## config.mk

```make
export PLATFORM = sky130hd
export DESIGN_NAME = program_counter
export DESIGN_NICKNAME = d
export VERILOG_FILES = /design/src/rtl/cpu_pkg.sv /design/src/rtl/pc_next_adder.sv /design/src/rtl/program_counter.sv
export SDC_FILE = /design/constraint.sdc
export NUM_CORES = 1
export LEC_CHECK = 0
export BUFFER_PORTS_ARGS = -buffer_cell sky130_fd_sc_hd__buf_2
export CAP_MARGIN = 0
export CORE_ASPECT_RATIO = 1.5
export CORE_MARGIN = 8
export CORE_UTILIZATION = 48
export CTS_BUF_LIST = sky130_fd_sc_hd__clkbuf_8
export DETAILED_ROUTE_END_ITERATION = 6
export GPL_ROUTABILITY_DRIVEN = 1
export PLACE_DENSITY = 0.86
export SYNTH_ARGS = -nofsm -noshare
export SYNTH_HDL_FRONTEND = slang
export SYNTH_SLANG_ARGS = --single-unit
```

## constraint.sdc

```tcl
create_clock -name Clock -period 6.2 [get_ports Clock]
set_clock_uncertainty 0.2 [all_clocks]
set_input_delay 1.24 -clock Clock [delete_from_list [all_inputs] [get_ports Clock]]
set_output_delay 1.24 -clock Clock [all_outputs]
set_load 0.05 [all_outputs]
```

## src/rtl/cpu_pkg.sv

```systemverilog
// Shared CPU fetch-stage types and constants.
// The program counter and its next-address adder both build on these.
package cpu_pkg;

    localparam int PC_WIDTH     = 16;
    localparam int OFFSET_WIDTH = 9;

    typedef logic [PC_WIDTH-1:0]            pc_t;
    typedef logic signed [OFFSET_WIDTH-1:0] pc_offset_t;

    localparam pc_t PC_RESET = 16'h0000;

    // Two's-complement widening of a branch displacement to a full address.
    function automatic pc_t sign_extend_offset(input pc_offset_t offset);
        return {{(PC_WIDTH-OFFSET_WIDTH){offset[OFFSET_WIDTH-1]}}, offset};
    endfunction

endpackage

```

## src/rtl/pc_next_adder.sv

```systemverilog
// Sequential-address adder.
// Produces either PC + 1 or PC + sign-extended offset, modulo 2^PC_WIDTH.
module pc_next_adder
    import cpu_pkg::*;
(
    input  pc_t        i_pc,
    input  pc_offset_t i_offset,
    input  logic       i_use_offset,
    output pc_t        o_sum
);

    pc_t w_addend;

    always_comb begin
        w_addend = pc_t'(1);
        if (i_use_offset) begin
            w_addend = sign_extend_offset(i_offset);
        end
    end

    // The sum is truncated to PC_WIDTH, so both directions wrap naturally.
    assign o_sum = i_pc + w_addend;

endmodule

```

## src/rtl/program_counter.sv

```systemverilog
// Fetch-stage program counter.
// Each rising edge it either resets, jumps absolute, branches relative, or steps by one.
module program_counter
    import cpu_pkg::*;
#(
    parameter pc_t RESET_VALUE = PC_RESET
) (
    input  logic       Clock,
    input  logic       Reset,
    input  logic       LoadEnable,
    input  pc_t        LoadValue,
    input  logic       OffsetEnable,
    input  pc_offset_t Offset,
    output pc_t        CounterValue
);

    pc_t  r_pc;
    pc_t  w_sum;
    pc_t  w_next_pc;

    // Registers that only remember the previous edge's controls for the checks below.
    logic r_seen_reset;
    logic r_prev_reset;
    logic r_prev_load;
    logic r_prev_offen;
    pc_t  r_prev_pc;

    pc_next_adder u_next_adder (
        .i_pc         (r_pc),
        .i_offset     (Offset),
        .i_use_offset (OffsetEnable),
        .o_sum        (w_sum)
    );

    // Priority: Reset > LoadEnable > OffsetEnable > increment.
    always_comb begin
        w_next_pc = w_sum;
        if (Reset) begin
            w_next_pc = RESET_VALUE;
        end else if (LoadEnable) begin
            w_next_pc = LoadValue;
        end
    end

    always_ff @(posedge Clock) begin
        r_pc <= w_next_pc;
    end

    assign CounterValue = r_pc;

    always_ff @(posedge Clock) begin
        r_seen_reset <= r_seen_reset | Reset;
        r_prev_reset <= Reset;
        r_prev_load  <= LoadEnable;
        r_prev_offen <= OffsetEnable;
        r_prev_pc    <= r_pc;
        if (r_seen_reset) begin
            assert (!$isunknown(r_pc))
                else $error("program counter is unknown after reset");
            if (r_prev_reset) begin
                assert (r_pc == RESET_VALUE)
                    else $error("program counter not at reset value after reset");
            end else if (!r_prev_load && !r_prev_offen) begin
                assert (r_pc == r_prev_pc + 16'd1)
                    else $error("program counter did not step by one");
            end
        end
    end

endmodule

```

==> results of run 1 <==
-- cells in the mapped netlist, types with 2 or more instances --
master    instances
a211oi_1          3
a211oi_2          2
a21o_1            6
a21oi_1          10
a21oi_2           2
a31oi_1           6
and2_1           10
and3_2            3
buf_6             4
clkbuf_1          3
dfxtp_1          16
ha_1              8
mux2i_1           3
nand2_1          12
nand3_1           3
nand3b_1          3
nand4_1           3
nor2_1           17
nor3_1            2
nor4_1            3
o21ai_0          10
o31ai_2           2
or3_1             4
xnor2_1          11
-- power groups by stage --
stage / registers, mW / logic (mW) / clock network [mW]
final: 0.125 / 0.143 / 0.0801
after global routing: 0.127 / 0.155 / 0.0865
after CTS: 0.125 / 0.144 / 0.0824
after detailed placement: 0.127 / 0.143 / 0
after global placement: 0.127 / 0.142 / 0
after floorplan: 0.157 / 0.0845 / 0
-- how the worst min path moves through the flow --
stage / startpoint / to / slack [ns] / cells after the start
global placement: CounterValue[14] / CounterValue[14] / 0.34 / 2
detailed placement: CounterValue[14] / CounterValue[14] / 0.37 / 2
floorplan: CounterValue[14] / CounterValue[14] / 0.54 / 2
CTS: CounterValue[14] / CounterValue[14] / 0.38 / 2
finish: CounterValue[14] / CounterValue[14] / 0.37 / 2
global route: CounterValue[14] / CounterValue[14] / 0.41 / 2
-- layout make-up --
cell class / instances / area [um^2]
tap: 39 / 48.8
sequential: 16 / 320
clock buffer: 3 / 41.3
fill: 298 / 1230
inverter: 2 / 7.51
timing repair buffer: 44 / 220
multi-input combinational: 149 / 1050
-- metal layers --
layer	up-vias	share of wire
li1	727	-
met1	676	0.39
met2	54	0.52
met3	11	0.062
met4	0	0.028
met5	-	0
-- metrics by stage --
step	hold WS [ns]	utilization	instances	total power, mW	worst slack, ns
2_1_floorplan	0.543	-	177	0.241	2.71
3_3_place_gp	0.341	0.564	250	0.269	2.45
3_5_place_dp	0.366	0.564	250	0.270	2.39
4_1_cts	0.378	0.578	253	0.351	2.66
5_1_grt	0.415	0.578	253	0.369	2.52
6_report	0.367	0.578	253	0.348	2.65
-- kinds of logic after synthesis --
group / Yosys count
DFF: 16
AOI/OAI and AO/OA: 55
muxes: 3
buffers and inverters: 12
and+or+nand+nor: 70
xor gates and xnor gates: 12
adders and majority gates: 9
-- worst reg2reg max path: stages, from the launching register on --
cell,delay (ns)
dfxtp_1,0.32
ha_1,0.23
fa_1,0.41
a21o_1,0.21
nand4_1,0.14
a21oi_2,0.11
o31a_1,0.29
or3_1,0.34
a31oi_1,0.16
==> out/results.ini, run 1 <==
[layout]
n_antenna_cell=0
nNetsFinal=254
final_area_um2=1680
drive_gt1_frac=0.313
largest_reg_flops=16
area_growth_pct=15.5
layout_common_cells=buf_2 (44), nor2_1 (17), dfxtp_1 (16), nand2_1 (12), xnor2_1 (11)
final_common_cell=buf_2

[global_routing]
grt_overflow=0
grtUsageMet2=0.274
grt.total_usage=0.157
grt_pass1_vias=1568
grt_pass1_wl_um=6420
grt_use_met1=0.161
grt_max_degree=21
antenna_found_initial=0
grtUsageMet3=0.0355
grt.busiest_layer=met2

[timing]
fin_tns_setup_ns=0
worstMarginPinSlew_ns=0.528
fmax_mhz=282
hold_viol_final=0
setup_viol=0
rsz0062_at_grt=false
finalCritPeriodShare=0.572
report.final.slew_viol_count=0
relSlewSlack=0.646
period_needed_ns=3.55

[detailed_routing]
ant_nets=0
drc=0
drt_wl_total_um=3770
wl_per_cell_um=14.9
route.vias.total=1468
firstDrtPassIters=4
drt_iter0_markers=31
via_per_inst=5.80

[logic_synthesis]
yosys.area_share.simple=0.265
avgSynthCellArea_um2=8.24
synth.distinct_cells=55
synth_xor_area_frac=0.0721
yosysTopAreaCell=dfxtp_1
syn_nets=215
yosysWarnings=0
synth-async-reset-ratio=0
synthCells=177
syn_area_um2=1460
synth_edf_count=0
synth_compound_area_frac=0.277
synth_mux_area_frac=0.0206
yosysSeqAreaShare=0.220
synth_adder_area_share=0.0824
yosys_register_bits=16
synth.area.top_cells=dfxtp_1 (22%), ha_1 (6.9%), xnor2_1 (6.6%)
synth_top_family_by_area=compound AO/OA/AOI/OAI gates
synth_top_flop_cell=dfxtp_1
synth_top_area_frac=0.220

[pwr]
internal-power_mw=0.209
irDropWorstVdd_uv=129
combPwrFrac=0.411
seq_power_share=0.359
leakagePower_nw=0.744
switching_share=0.399
power.density_nw_per_um2=207
switchingPower_mw=0.139
pwr-share-clk=0.230

[clock_tree]
cts_buffers=3
path_clk_slew_ns=0.06
clock_latency_ns=0.25
cts_tree=built
cts_sinks=16
postCtsHoldBufs=0
cts-resized-gates=0
h-tree-depth=1
cts-root-buf=clkbuf_8
post_cts.repair.setup_buffers=0
clockBufferDepth=2

[worst_setup_path]
cp_cell_sequence=buf_2, or2b_1, ha_1, fa_1, a21o_1, nand4_1, a21oi_2, o31a_1, or3_1, a31oi_1
path_class=in -> reg
cp_top_family=compound AO/OA/AOI/OAI gates
critPathArrivalTime_ns=3.53
r2r-start=CounterValue[0]
required_ns=6.18
slowest_stage=fa_1
path_depth=10
crit_end=CounterValue[12]
r2r_slack_ns=3.73
cp-end-kind=flip-flop
start_kind=primary input
critPathMaxFanout=10
worst-path-buf-inv=1
max_stage_delay_ns=0.41
r2r_end=CounterValue[12]
rr_worst_depth=8
cp-startpoint=OffsetEnable

[run_status]
status=completed

[floorplan]
die_area_um2=5090
rows=24
die_y_um=83.5
coreArea_um2=2910
ios=45
die_w_um=61.0
initial_utilization=0.500

[hold_path]
hold_path.class=reg -> reg

[job]
drv_cap=0

[place]
place.gp.congestion=0.843
portBuffers=44
placed_cell_area_um2=1640
dp_hpwl_um=2980

No activity file was read; power rests on OpenSTA's default activity.
==> run 2, diff against run 1 <==
Settings changed: PLACE_DENSITY 0.86 to 0.89.
Clock period 6.2 ns to 2.89 ns, I/O delays scaled along.
==> out/results.ini, run 2 (synthesized netlist as in run 1, its figures left out) <==
[run_status]
status=completed

[clock_tree]
cts-root-buf=clkbuf_8
cts_tree=built
h-tree-depth=1  ; unchanged
clockBufferDepth=2  ; unchanged
cts_buffers=3  ; unchanged
post_cts.repair.setup_buffers=0  ; unchanged
cts_sinks=16  ; unchanged
path_clk_slew_ns=0.07  ; about the same
clock_latency_ns=0.25  ; about the same

[layout]
largest_reg_flops=16  ; unchanged
n_antenna_cell=0  ; unchanged
final_common_cell=buf_2
final_area_um2=1810  ; +7.7%
fillers=262  ; -12%
layout_common_cells=buf_2 (44), nor2_1 (17), dfxtp_1 (16), buf_4 (15), nand2_1 (12)
area_growth_pct=24.4
nNetsFinal=269  ; +5.9%
drive_gt1_frac=0.365  ; +0.0521

[place]
dp_hpwl_um=3310  ; +11%
place.gp.congestion=0.875  ; +3.9%
portBuffers=44  ; unchanged
placed_cell_area_um2=1760  ; +6.9%

[timing]
hold_viol_final=0  ; unchanged
setup_viol=0  ; unchanged
finalCritPeriodShare=0.954
fmax_mhz=363
worstMarginPinSlew_ns=0.558  ; +0.0297 ns
rsz0062_at_grt=false
report.final.slew_viol_count=0  ; unchanged
relSlewSlack=0.626  ; -0.0199
fin_tns_setup_ns=0  ; unchanged
period_needed_ns=2.76

[global_routing]
grt_overflow=0  ; unchanged
grt_pass1_vias=1590  ; +1.4%
antenna_found_initial=0  ; unchanged
grt_max_degree=21  ; unchanged
grt_pass1_wl_um=6840  ; +6.7%
grt.total_usage=0.173  ; +0.0153

[floorplan]
die_y_um=83.5  ; unchanged
ios=45  ; unchanged
coreArea_um2=2910  ; unchanged
rows=24  ; unchanged
die_area_um2=5090  ; unchanged
die_w_um=61.0  ; unchanged
initial_utilization=0.500  ; unchanged

[detailed_routing]
route.vias.total=1564  ; +6.5%
drc=0  ; unchanged
drt_iter0_markers=45  ; +45%
ant_nets=0  ; unchanged
via_per_inst=5.81  ; +0.20%
drt_wl_total_um=4260  ; +13%
firstDrtPassIters=4  ; unchanged
wl_per_cell_um=15.9  ; +6.3%

[pwr]
power.density_nw_per_um2=448  ; +120%
internal-power_mw=0.497  ; +140%
irDropWorstVdd_uv=317  ; +150%
seq_power_share=0.331  ; -0.028
switching_share=0.388  ; -0.0109
combPwrFrac=0.417  ; +0.006
switchingPower_mw=0.315  ; +130%
pwr-share-clk=0.252  ; +0.022
leakagePower_nw=0.822  ; +10%

[worst_setup_path]
critPathArrivalTime_ns=2.73  ; -0.80 ns
required_ns=2.86  ; -3.32 ns
cp-end-kind=flip-flop
start_kind=primary input
path_class=in -> reg
critPathMaxFanout=3  ; -7

[hold_path]
hold_path.class=in -> reg

[job]
drv_cap=0  ; unchanged

run 2: changes by cell type in the layout (fill, tap and decap cells not counted), sizes merged:
cell,previous run,this run
buf,44,59
clkbuf,3,4
run 2: timing repair:
item                                    in CTS  in global routing
hold buffers                                 0                  0
gates resized for setup                      0                  1
endpoints found under the setup margin       0                  1
run 2: path summary, 6_finish.rpt:
path / slack, ns / cells after the start / endpoint / from
max: 0.13 / 10 / CounterValue[12] / OffsetEnable
min: 0.35 / 3 / CounterValue[6] / LoadValue[6]
max reg2reg: 0.48 / 8 / CounterValue[12] / CounterValue[0]
min reg2reg: 0.38 / 2 / CounterValue[14] / CounterValue[14]
run 2: power groups by stage:
| stage | Sequential, mW | Clock, mW | Combinational [mW] |
|---|---|---|---|
| final | 0.269 | 0.205 | 0.338 |
| after global routing | 0.272 | 0.216 | 0.364 |
| after floorplan | 0.336 | 0 | 0.181 |
| after global placement | 0.272 | 0 | 0.327 |
| after detailed placement | 0.274 | 0 | 0.333 |
| after CTS | 0.269 | 0.207 | 0.337 |
run 2: worst max-delay path, cell delays in order:
cell and delay [ns]:
buf_2 0.11, or2b_1 0.24, ha_1 0.21, fa_2 0.36
a21o_1 0.21, nand4_1 0.14, a21oi_2 0.08, o31a_1 0.29
or3_1 0.34, a31oi_1 0.17
run 2: per-layer routing:
| layer | up-vias | GRT usage | wire (um) | part of all wire |
|---|---|---|---|---|
| li1 | 760 | - | - | - |
| met1 | 712 | 0.166 | 1570 | 0.37 |
| met2 | 71 | 0.309 | 2240 | 0.52 |
| met3 | 21 | 0.0340 | 262 | 0.061 |
| met4 | 0 | 0.109 | 201 | 0.047 |
| met5 | - | 0 | 0 | 0 |
run 2: area by class of cell:
| type | count | area, um^2 | share of cell area |
|---|---|---|---|
| Clock buffer | 4 | 55.1 | 0.0304 |
| Inverter | 2 | 7.51 | 0.00414 |
| Multi-Input combinational cell | 149 | 1050 | 0.578 |
| Sequential cell | 16 | 320 | 0.177 |
| Tap cell | 39 | 48.8 | 0.0269 |
| Timing Repair Buffer | 59 | 333 | 0.184 |
run 2: per-stage QoR:
step	total power, mW	worst slack, ns	util	instances	hold slack [ns]
finish	0.812	0.134	0.622	269	0.353
CTS	0.812	0.0819	0.622	269	0.355
floorplan	0.518	0.0598	-	177	0.521
global route	0.852	0.0224	0.622	269	0.363
global placement	0.598	-0.0904	0.603	265	0.345
detailed placement	0.606	-0.151	0.603	265	0.363
==> run 3, diff against run 2 <==
Settings changed: ABC_AREA set to 1, CORE_UTILIZATION 48 to 40, PLACE_DENSITY 0.89 to 0.76.
==> out/results.ini, run 3 <==
[logic_synthesis]
yosysWarnings=0  ; unchanged
synth_common_cells=nand2_1 (71), inv_1 (50), nor2_1 (38), nand3_1 (27), dfxtp_1 (16)
synth-async-reset-ratio=0  ; unchanged
yosys_register_bits=16  ; unchanged
avgSynthCellArea_um2=5.94  ; -28%
synth_most_common_cell=nand2_1
synth.area.top_cells=dfxtp_1 (19%), nand2_1 (16%), inv_1 (11%)
yosysTopAreaCell=dfxtp_1
synth.distinct_cells=24  ; -56%
synth_edf_count=0  ; unchanged
synth_top_flop_cell=dfxtp_1
yosysSeqAreaShare=0.193  ; -0.0265
synth_top_area_frac=0.193  ; -0.0265
syn_nets=317  ; +47%
synthCells=279  ; +58%
syn_area_um2=1660  ; +14%

[pwr]
internal-power_mw=0.444  ; -11%
combPwrFrac=0.444  ; +0.027
irDropWorstVdd_uv=238  ; -25%
switchingPower_mw=0.347  ; +10%
leakagePower_nw=1.19  ; +44%
switching_share=0.439  ; +0.0511
pwr-share-clk=0.229  ; -0.023
power_mw=0.791  ; -2.6%
seq_power_share=0.327  ; -0.004
power.density_nw_per_um2=414  ; -7.5%

[timing]
worstMarginPinSlew_ns=0.693  ; +0.136 ns
hold_viol_final=0  ; unchanged
finalCritPeriodShare=0.819  ; -0.134
hold_slack_ns=0.369  ; +0.0161 ns
setup_viol=0  ; unchanged
period_needed_ns=2.37  ; -0.388 ns
relSlewSlack=0.537  ; -0.0887
finalWorstSetupSlack_ns=0.522  ; +0.388 ns
fin_tns_setup_ns=0  ; unchanged
report.final.slew_viol_count=0  ; unchanged
rsz0062_at_grt=false
fmax_mhz=422  ; +16%

[detailed_routing]
ant_nets=0  ; unchanged
drt_iter0_markers=72  ; +60%
via_per_inst=4.93  ; -15%
drc=0  ; unchanged
route.vias.total=1790  ; +14%
wl_per_cell_um=12.6  ; -21%
drt_wl_total_um=4570  ; +7.2%
firstDrtPassIters=4  ; unchanged

[run_status]
status=completed

[global_routing]
grt_max_degree=23  ; +9.5%
grt_pass1_vias=1810  ; +14%
grt_overflow=0  ; unchanged
grt.total_usage=0.148  ; -0.0246
grt_pass1_wl_um=7660  ; +12%
antenna_found_initial=0  ; unchanged

[clock_tree]
cts-root-buf=clkbuf_8
clockBufferDepth=2  ; unchanged
post_cts.repair.setup_buffers=0  ; unchanged
cts_tree=built
clock_latency_ns=0.26  ; about the same
cts_sinks=16  ; unchanged
h-tree-depth=1  ; unchanged
postCtsHoldBufs=0  ; unchanged
cts-resized-gates=0  ; unchanged
cts_buffers=3  ; unchanged
path_clk_slew_ns=0.07  ; about the same

[layout]
regArea_um2=320  ; unchanged
nNetsFinal=358  ; +33%
largest_reg_flops=16  ; unchanged
final_util=0.482  ; -0.140
layout_common_cells=nand2_1 (71), inv_1 (50), buf_2 (44), nor2_1 (38), nand3_1 (27)
area_growth_pct=15.2
n_antenna_cell=0  ; unchanged
final_common_cell=nand2_1
drive_gt1_frac=0.220  ; -0.145
multiInputGateArea_um2=1070  ; +1.7%
fillers=437  ; +67%

[place]
preCtsSetupSlack_ns=0.269  ; +0.420 ns
place.gp.congestion=0.918  ; +4.9%
dp_hpwl_um=3750  ; +13%
portBuffers=44  ; unchanged

[floorplan]
coreArea_um2=3960  ; +36%
rows=28  ; +17%
initial_utilization=0.419  ; -0.0817
die_w_um=68.6  ; +12%
die_area_um2=6500  ; +28%
die_y_um=94.8  ; +14%
ios=45  ; unchanged

[worst_setup_path]
start_kind=primary input
critPathMaxFanout=9  ; +6
cp-end-kind=flip-flop
critPathArrivalTime_ns=2.33  ; -0.40 ns
path_class=in -> reg
required_ns=2.85  ; about the same

[job]
drv_cap=0  ; unchanged

[hold_path]
hold_path.class=in -> reg

[run 3: cell types whose count changed after synthesis, sizes merged, moves of 5 or more]
| cell | delta |
|---|---|
| nand2 | +74 |
| inv | +51 |
| nand3 | +24 |
| nor2 | +24 |
| and2 | -10 |
| xnor2 | -10 |
| a21o | -6 |
| or3 | -6 |
| xor2 | +6 |
| a211oi | -5 |
| a31oi | -5 |
[run 3: logic make-up after synthesis]
kind of cell / Yosys count / synth area share
AOI/OAI and AO/OA: 27 / 0.0868
xor gates and xnor gates: 8 / 0.0423
adders and majority gates: 9 / 0.0725
buffers and inverters: 61 / 0.164
DFF: 16 / 0.193
and+or+nand+nor: 158 / 0.442
[run 3: layout make-up]
cell class,instances,area share
flip-flops and latches,16,0.168
clock buffers,3,0.0216
inverters,52,0.104
well taps,45,0.0295
multi-input cells,202,0.558
repair buffers,45,0.119
[run 3: final timing paths]
path / from / to / slack, ns / cells past startpoint
setup / recovery: OffsetEnable / CounterValue[12] / 0.52 / 14
setup reg to reg: CounterValue[0] / CounterValue[12] / 0.82 / 12
hold reg to reg: CounterValue[15] / CounterValue[15] / 0.47 / 5
hold / removal: LoadValue[0] / CounterValue[0] / 0.37 / 3
[run 3: through the flow]
stage	cell area (um^2)	std cells
3_3_place_gp	1870	360
5_1_grt	1910	363
6_report	1910	363
4_1_cts	1910	363
2_1_floorplan	1660	279
3_5_place_dp	1870	360
[run 3: power by group through the flow]
stage          Clock (mW)  Sequential, mW  Combinational, mW
3_3_place_gp            0           0.264              0.346
3_5_place_dp            0           0.264              0.350
4_1_cts             0.182           0.259              0.352
2_1_floorplan           0           0.335              0.200
6_report            0.181           0.259              0.351
5_1_grt             0.193           0.261              0.390
[run 3: routing by layer]
| metal | vias to the layer above | GRT usage | wire length, um |
|---|---|---|---|
| met5 | - | 0 | 0 |
| met4 | 0 | 0.0720 | 136 |
| met3 | 15 | 0.0403 | 243 |
| met2 | 51 | 0.275 | 2480 |
| met1 | 799 | 0.141 | 1710 |
| li1 | 925 | - | - |
[run 3: worst max-delay path, stage by stage]
cell and delay [ns]:
buf_2 0.22, nand2_1 0.09, ha_1 0.21, fa_1 0.43, nand2_1 0.10, nand3_1 0.13
nand2_1 0.11, nand2_1 0.08, nand2_1 0.08, nand2_1 0.05, nand2_1 0.05, nand3_1 0.06
nand2_1 0.09, inv_1 0.04
